$ cat src/rtl/fft_bfly_addsub_pkg.sv
// Shared FFT definitions: butterfly FSM state encoding and ALU opcodes.
// The ALU opcodes are also used by the twiddle multiplier stage.
package fft_pkg;

  typedef enum logic [2:0] {
    IDLE = 3'd0,
    RA   = 3'd1,
    RS   = 3'd2,
    IA   = 3'd3,
    IS   = 3'd4
  } bf_state_t;

  localparam logic OP_ADD = 1'b1;
  localparam logic OP_SUB = 1'b0;

endpackage

$ cat src/rtl/fft_bfly_addsub.sv
// Radix-2 butterfly combine stage: Y0 = A+P and Y1 = A-P, computed on a shared external ALU.
// Define BF_SCALE_EN to halve each operand (arithmetic shift) as it is loaded into the ALU.
//
// state | meaning
// IDLE  | waiting for a rising edge on bf_en
// RA    | ALU computes REa+REp
// RS    | ALU computes REa-REp
// IA    | ALU computes IMa+IMp
// IS    | ALU computes IMa-IMp; all four results are published
module fft_bfly_addsub
  import fft_pkg::*;
#(
  parameter int n = 8
) (
  input  logic         Clock,
  input  logic         nRst,
  input  logic         bf_en,
  input  logic [n-1:0] REa,
  input  logic [n-1:0] IMa,
  input  logic [n-1:0] REp,
  input  logic [n-1:0] IMp,
  input  logic [n-1:0] out,
  output logic [n-1:0] in_a,
  output logic [n-1:0] in_b,
  output logic         op,
  output logic [n-1:0] Y0RE,
  output logic [n-1:0] Y0IM,
  output logic [n-1:0] Y1RE,
  output logic [n-1:0] Y1IM,
  output logic         busy,
  output logic         done
);

  bf_state_t    r_state;
  logic         r_p;
  logic [n-1:0] r_ima;
  logic [n-1:0] r_imp;
  logic [n-1:0] r_t0re;
  logic [n-1:0] r_t1re;
  logic [n-1:0] r_t0im;
  logic         w_start;

  function automatic logic [n-1:0] scale(input logic [n-1:0] x);
`ifdef BF_SCALE_EN
    return {x[n-1], x[n-1:1]};
`else
    return x;
`endif
  endfunction

  assign w_start = bf_en && !r_p;

  always_ff @(posedge Clock or negedge nRst) begin
    if (!nRst) begin
      r_state <= IDLE;
      r_p     <= 1'b0;
      r_ima   <= '0;
      r_imp   <= '0;
      r_t0re  <= '0;
      r_t1re  <= '0;
      r_t0im  <= '0;
      in_a    <= '0;
      in_b    <= '0;
      op      <= 1'b0;
      Y0RE    <= '0;
      Y0IM    <= '0;
      Y1RE    <= '0;
      Y1IM    <= '0;
      busy    <= 1'b0;
      done    <= 1'b0;
    end else begin
      r_p  <= bf_en;
      done <= 1'b0;
      case (r_state)
        IDLE: begin
          // The real parts go straight into the operand registers, which act as their latch.
          if (w_start) begin
            r_ima   <= IMa;
            r_imp   <= IMp;
            in_a    <= scale(REa);
            in_b    <= scale(REp);
            op      <= OP_ADD;
            busy    <= 1'b1;
            r_state <= RA;
          end
        end
        RA: begin
          r_t0re  <= out;
          op      <= OP_SUB;
          r_state <= RS;
        end
        RS: begin
          r_t1re  <= out;
          in_a    <= scale(r_ima);
          in_b    <= scale(r_imp);
          op      <= OP_ADD;
          r_state <= IA;
        end
        IA: begin
          r_t0im  <= out;
          op      <= OP_SUB;
          r_state <= IS;
        end
        IS: begin
          Y0RE    <= r_t0re;
          Y1RE    <= r_t1re;
          Y0IM    <= r_t0im;
          Y1IM    <= out;
          done    <= 1'b1;
          busy    <= 1'b0;
          r_state <= IDLE;
        end
        default: begin
          busy    <= 1'b0;
          r_state <= IDLE;
        end
      endcase
    end
  end

endmodule
$ cat config.mk
export PLATFORM = sky130hd
export DESIGN_NAME = fft_bfly_addsub
export DESIGN_NICKNAME = d
export VERILOG_FILES = /design/src/rtl/fft_bfly_addsub_pkg.sv /design/src/rtl/fft_bfly_addsub.sv
export SDC_FILE = /design/constraint.sdc
export NUM_CORES = 1
export LEC_CHECK = 0
export ABC_AREA = 0
export CORE_UTILIZATION = 67
export CTS_BUF_LIST = sky130_fd_sc_hd__clkbuf_16
export DETAILED_ROUTE_END_ITERATION = 16
export DONT_BUFFER_PORTS = 1
export PLACE_DENSITY_LB_ADDON = 0.12
export SETUP_SLACK_MARGIN = 0.4
export SYNTH_ARGS = -nofsm -noshare
export SYNTH_HDL_FRONTEND = slang
export SYNTH_SLANG_ARGS = --single-unit
$ cat constraint.sdc
create_clock -name Clock -period 3 [get_ports Clock]
set_clock_uncertainty 0.15 [all_clocks]
set_input_delay 0.75 -clock Clock [delete_from_list [all_inputs] [get_ports Clock]]
set_output_delay 0.75 -clock Clock [all_outputs]
set_load 0.01 [all_outputs]
==> impl_metrics.ini, run 1 <==
[die]
core-area_um2 = 5240
rows = 26
fp.dieH_um = 76.6
io_pins = 94
start_util = 0.712
die_area_um2 = 5870
dieWidth_um = 76.6

[clock_network]
htreeDepth = 3
clock-sinks = 95
cts_tree = done
insertion_delay_ps = 330
cts_resized = 0
cts_made_buffers = 9
clkTransAtPathRegs_ps = 60
clockBufferDepth = 2
postCtsSetupBuffers = 0
cts_root_buf = clkbuf_16

[global_routing]
grt.overflow.total = 0
antenna_found_initial = 0
grt_max_degree = 96
grt_pass1_wl_um = 11300
track_usage = 0.259
grt_pass1_vias = 2139

[logic_synthesis]
yosysTopAreaCell = dfrtp_1
synth_nets = 290
synth_top_area_frac = 0.637
syn_area_per_cell_um2 = 15.1
synth_warnings = 0
synth-async-reset-ratio = 1.00
synth_edf_count = 0
syn_area_um2 = 3730
yosysUniqueCellTypes = 20
synthFlopType = dfrtp_1
synthTopCellsByArea = dfrtp_1 (64%), mux2_2 (19%), o221a_2 (4.8%), mux2_4 (3.6%), nand2_1 (1.8%)
ys_ff_latch = 95
yosysSeqAreaShare = 0.637
netlist_instances = 247

[sta]
slew_viol_final = 0
holdWs_ps = -38.4
tightest_slew_ps = 909
max_slew_margin = 0.394
tns_ps = 0
min_period_ps = 2230
fmax_ghz = 0.449
grt_setup_unrepaired = no
finalSetupViolCount = 0
fin_crit_sh = 0.742
hold_viol = 95

[final_layout]
final_cell_mix = dfrtp_1 (95), mux2_2 (63), nor2_1 (18), nand2_1 (18), o221a_2 (16)
drive_above_1_share = 0.423
final_common_cell = dfrtp_1
nets = 292
fillCellCount = 317
antenna_cells = 0
syn_to_final_growth_pct = 8.72

[place]
port_buffers = 0
gp_congestion = 0.764
hpwl_um = 4490

[route]
wl_um = 6950
drt_iter0_drc = 134
via_count = 1967
viasPerCell = 6.09
drc = 0
antenna_left = 0
drt_first_pass_iters = 4
wire_per_inst_um = 21.5

[outcome]
status = complete, but fails checks
violations = hold timing

[setup_path]
start_kind = flop
crit_chain = and2b_1 -> buf_4 -> mux2_2
reg2reg_from = r_state[1]
crit_type = flop to flop
endpoint_kind = flop
slowest_delay_ps = 720
crit_fanout = 25
critical_path_buf_inv_count = 1
cp.required_ps = 3060
crit_slowest_cell = dfrtp_1
worstSetupStartpoint = r_state[1]
cp_data_arrival_time_ps = 2290
cpLargestDelayFamily = flip-flops

[power]
peakVddDrop_mv = 0.678
finalPower_mw = 4.93
power_density_nw_per_um2 = 1220
p_leak_nw = 1.75

[job]
drv_cap = 0

[worst_hold_path]
min_path_type = primary input to async pin
==> per-layer routing <==
| metal | global-route usage | vias to the layer above | share of wire |
|---|---|---|---|
| met3 | 0.0874 | 8 | 0.062 |
| met2 | 0.431 | 67 | 0.52 |
| li1 | - | 871 | - |
| met1 | 0.315 | 1021 | 0.41 |
| met5 | 0 | - | 0 |
| met4 | 0.0981 | 0 | 0.012 |
==> metrics by stage <==
| step | worst slack, ps | instances | instance area [µm²] | util |
|---|---|---|---|---|
| final | 774 | 323 | 4060 | 0.774 |
| after global routing | 683 | 323 | 4060 | 0.774 |
| after CTS | 791 | 323 | 4060 | 0.774 |
| after detailed placement | 743 | 308 | 3780 | 0.721 |
| after global placement | 824 | 308 | 3780 | 0.721 |
| after floorplan | 914 | 247 | 3730 | - |
==> registers in the layout (all words and copies together), names as in the netlist, 3 cells and up <==
name     cells
Y0IM         8
Y0RE         8
Y1IM         8
Y1RE         8
in_a         8
in_b         8
r_ima        8
r_imp        8
r_state      3
r_t0im       8
r_t0re       8
r_t1re       8
==> report_power, final <==
part	leakage [nW]	switching (mW)	internal, mW
clock network	0.138	0.436	0.630
logic	0.486	0.481	0.811
registers	1.12	0.640	1.93
total	1.75	1.56	3.37
==> worst paths after layout <==
check                       endpoint  slack [ps]  depth (start not counted)
max reg2reg                 r_imp[1]         770                          3
min                          in_b[7]         -40                          0
min reg2reg                r_t0re[7]         360                          1
max                         r_imp[1]         770                          3
min in group Clock               r_p         300                          0
max in group asynchronous    Y1RE[4]        2590                          0
==> cell usage after synthesis, types with 2 or more instances <==
cell type / instances
a21oi_1: 2
buf_2: 7
clkbuf_1: 5
dfrtp_1: 95
inv_1: 2
mux2_2: 63
mux2_4: 9
nand2_1: 18
nor2_1: 18
nor2b_1: 3
o221a_2: 16
==> final cells by class <==
class,instances,area [µm²],share of cell area
tap,70,87.6,0.0216
sequential,95,2380,0.586
timing repair buffer,5,37.5,0.00926
multi-input combinational,136,1270,0.312
inverter,2,7.51,0.00185
clock inverter,6,53.8,0.0133
clock buffer,9,225,0.0555
==> logic make-up (layout without fill, tap and decap cells) <==
family,Yosys count,count (layout),synth area share
xor+xnor,1,1,0.00235
buf+inv,16,22,0.0248
compound gates,20,20,0.0550
mux,72,72,0.226
flops,95,95,0.637
simple gates,43,43,0.0540
(Power assumes the default switching activity.)
==> inputs of run 2 (changes only) <==
Settings changed: CORE_UTILIZATION 67 to 56.
Clock period 3 ns to 1.9 ns, I/O delays scaled along.
==> run 2 against run 1 <==
  * The run still ends with hold timing left
  * Critical path type unchanged
  * Die area rose by 19%
  * Non-clock buffer count rose by 14
  * Power rose by 71%
  * Core utilization fell by 7.7 points
  * Final area rose by 9.8%
  * Flip-flop and latch count did not move
  * Critical endpoint is now r_imp[4]
  * Via count rose by 2.2%
  * Hold slack got worse by 280 ps
  * Global-route usage fell by 5.2 points
  * Sequential share of layout area fell by 5.1 points
  * Clock power rose by 64%
==> impl_metrics.ini, run 2 (same netlist as run 1, synthesis figures left out) <==
[final_layout]
antenna_cells = 0
instances_no_fill = 345
nets = 306
layout.area.seq_um2 = 2380
final_common_cell = dfrtp_1
drive_above_1_share = 0.489
final_cell_mix = dfrtp_1 (92), mux2_4 (37), mux2_2 (35)
fillCellCount = 425
stdcell_area_um2 = 4450
syn_to_final_growth_pct = 19.3
multiInputGateArea_um2 = 1380

[place]
port_buffers = 0
place_inst = 319
hpwl_um = 4320
gp_congestion = 0.692
placed_cell_area_um2 = 3970

[setup_path]
start_kind = flop
cp.required_ps = 1960
cp_data_arrival_time_ps = 1790
endpoint_kind = flop
crit_fanout = 9
crit_type = flop to flop

[die]
die_area_um2 = 6990
dieWidth_um = 83.6
fp.dieH_um = 83.6
rows = 29
io_pins = 94
core-area_um2 = 6390
start_util = 0.584

[sta]
fmax_ghz = 0.579
hold_viol = 95
tightest_slew_ps = 209
min_period_ps = 1730
tns_ps = 0
fin_crit_sh = 0.909
finalSetupViolCount = 0
max_slew_margin = 0.860
grt_setup_unrepaired = yes
holdWs_ps = -316
slew_viol_final = 0

[global_routing]
grt.overflow.total = 0
track_usage = 0.208
grt_max_degree = 96
grt_pass1_vias = 2069
antenna_found_initial = 0
grt_pass1_wl_um = 11100

[route]
wire_per_inst_um = 21.2
drt_first_pass_iters = 4
viasPerCell = 5.83
via_count = 2010
drt_iter0_drc = 116
antenna_left = 0
wl_um = 7310
drc = 0

[clock_network]
cts_made_buffers = 9
insertion_delay_ps = 330
clock-sinks = 95
clockBufferDepth = 2
cts_tree = done
clkTransAtPathRegs_ps = 60
htreeDepth = 3
cts_root_buf = clkbuf_16

[outcome]
violations = hold timing
status = complete, but fails checks

[power]
power_density_nw_per_um2 = 1890
p_leak_nw = 1.96
peakVddDrop_mv = 1.12
finalPower_mw = 8.43

[worst_hold_path]
min_path_type = primary input to async pin

[job]
drv_cap = 0
## run 2: changes by cell type in the layout (fill, tap and decap cells not counted), moves of 2 or more
cell,before,now
buf_12,0,4
buf_4,5,8
buf_6,0,2
clkbuf_16,9,13
dfrtp_1,95,92
dfrtp_2,0,3
mux2_2,63,35
mux2_4,9,37
## run 2: metrics by stage
stage / util / worst slack [ps]
4_1_cts: 0.678 / 184
5_1_grt: 0.697 / 103
3_3_place_gp: 0.622 / 218
3_5_place_dp: 0.622 / 182
6_report: 0.697 / 174
2_1_floorplan: - / 62.6
## run 2: final timing paths
path | start | to | slack, ps | depth (start not counted)
max in group asynchronous | nRst | r_state[1] | 1760 | 0
min in group Clock | bf_en | r_p | 20 | 0
hold / removal | nRst | done | -320 | 0
setup / recovery | r_state[2] | r_imp[4] | 170 | 4
hold reg to reg | r_t0im[4] | Y0IM[4] | 350 | 1
setup reg to reg | r_state[2] | r_imp[4] | 170 | 4
## run 2: area by class of cell
cell class / instances / share of cell area
sequential: 95 / 0.535
multi-input combinational: 136 / 0.311
timing repair buffer: 19 / 0.0652
clock buffer: 9 / 0.0506
tap: 77 / 0.0216
clock inverter: 7 / 0.0143
inverter: 2 / 0.00225
## run 2: worst max-delay path: stages (launching register included)
cell	delay (ps)
dfrtp_2	450
nor4b_4	270
and2b_2	250
buf_12	150
mux2_2	340
## run 2: power breakdown
| group | switching (mW) | internal, mW | total, mW |
|---|---|---|---|
| Sequential | 0.947 | 3.06 | 4.01 |
| Combinational | 0.920 | 1.76 | 2.68 |
| Clock | 0.739 | 1.01 | 1.75 |
## run 2: metal layers
metal  share of wire  global-route usage  vias to the layer above
li1                -                   -                      904
met1            0.46               0.292                     1042
met2            0.49               0.313                       55
met3           0.039              0.0495                        9
met4           0.015              0.0878                        0
met5               0                   0                        -
## run 2: timing repair
action,4_1_cts,5_1_grt
endpoints found under the setup margin,88,88
hold endpoints to repair,95,95
pin swaps,2,0
buffers inserted,4,1
cloned,1,4
resized for setup,5,6
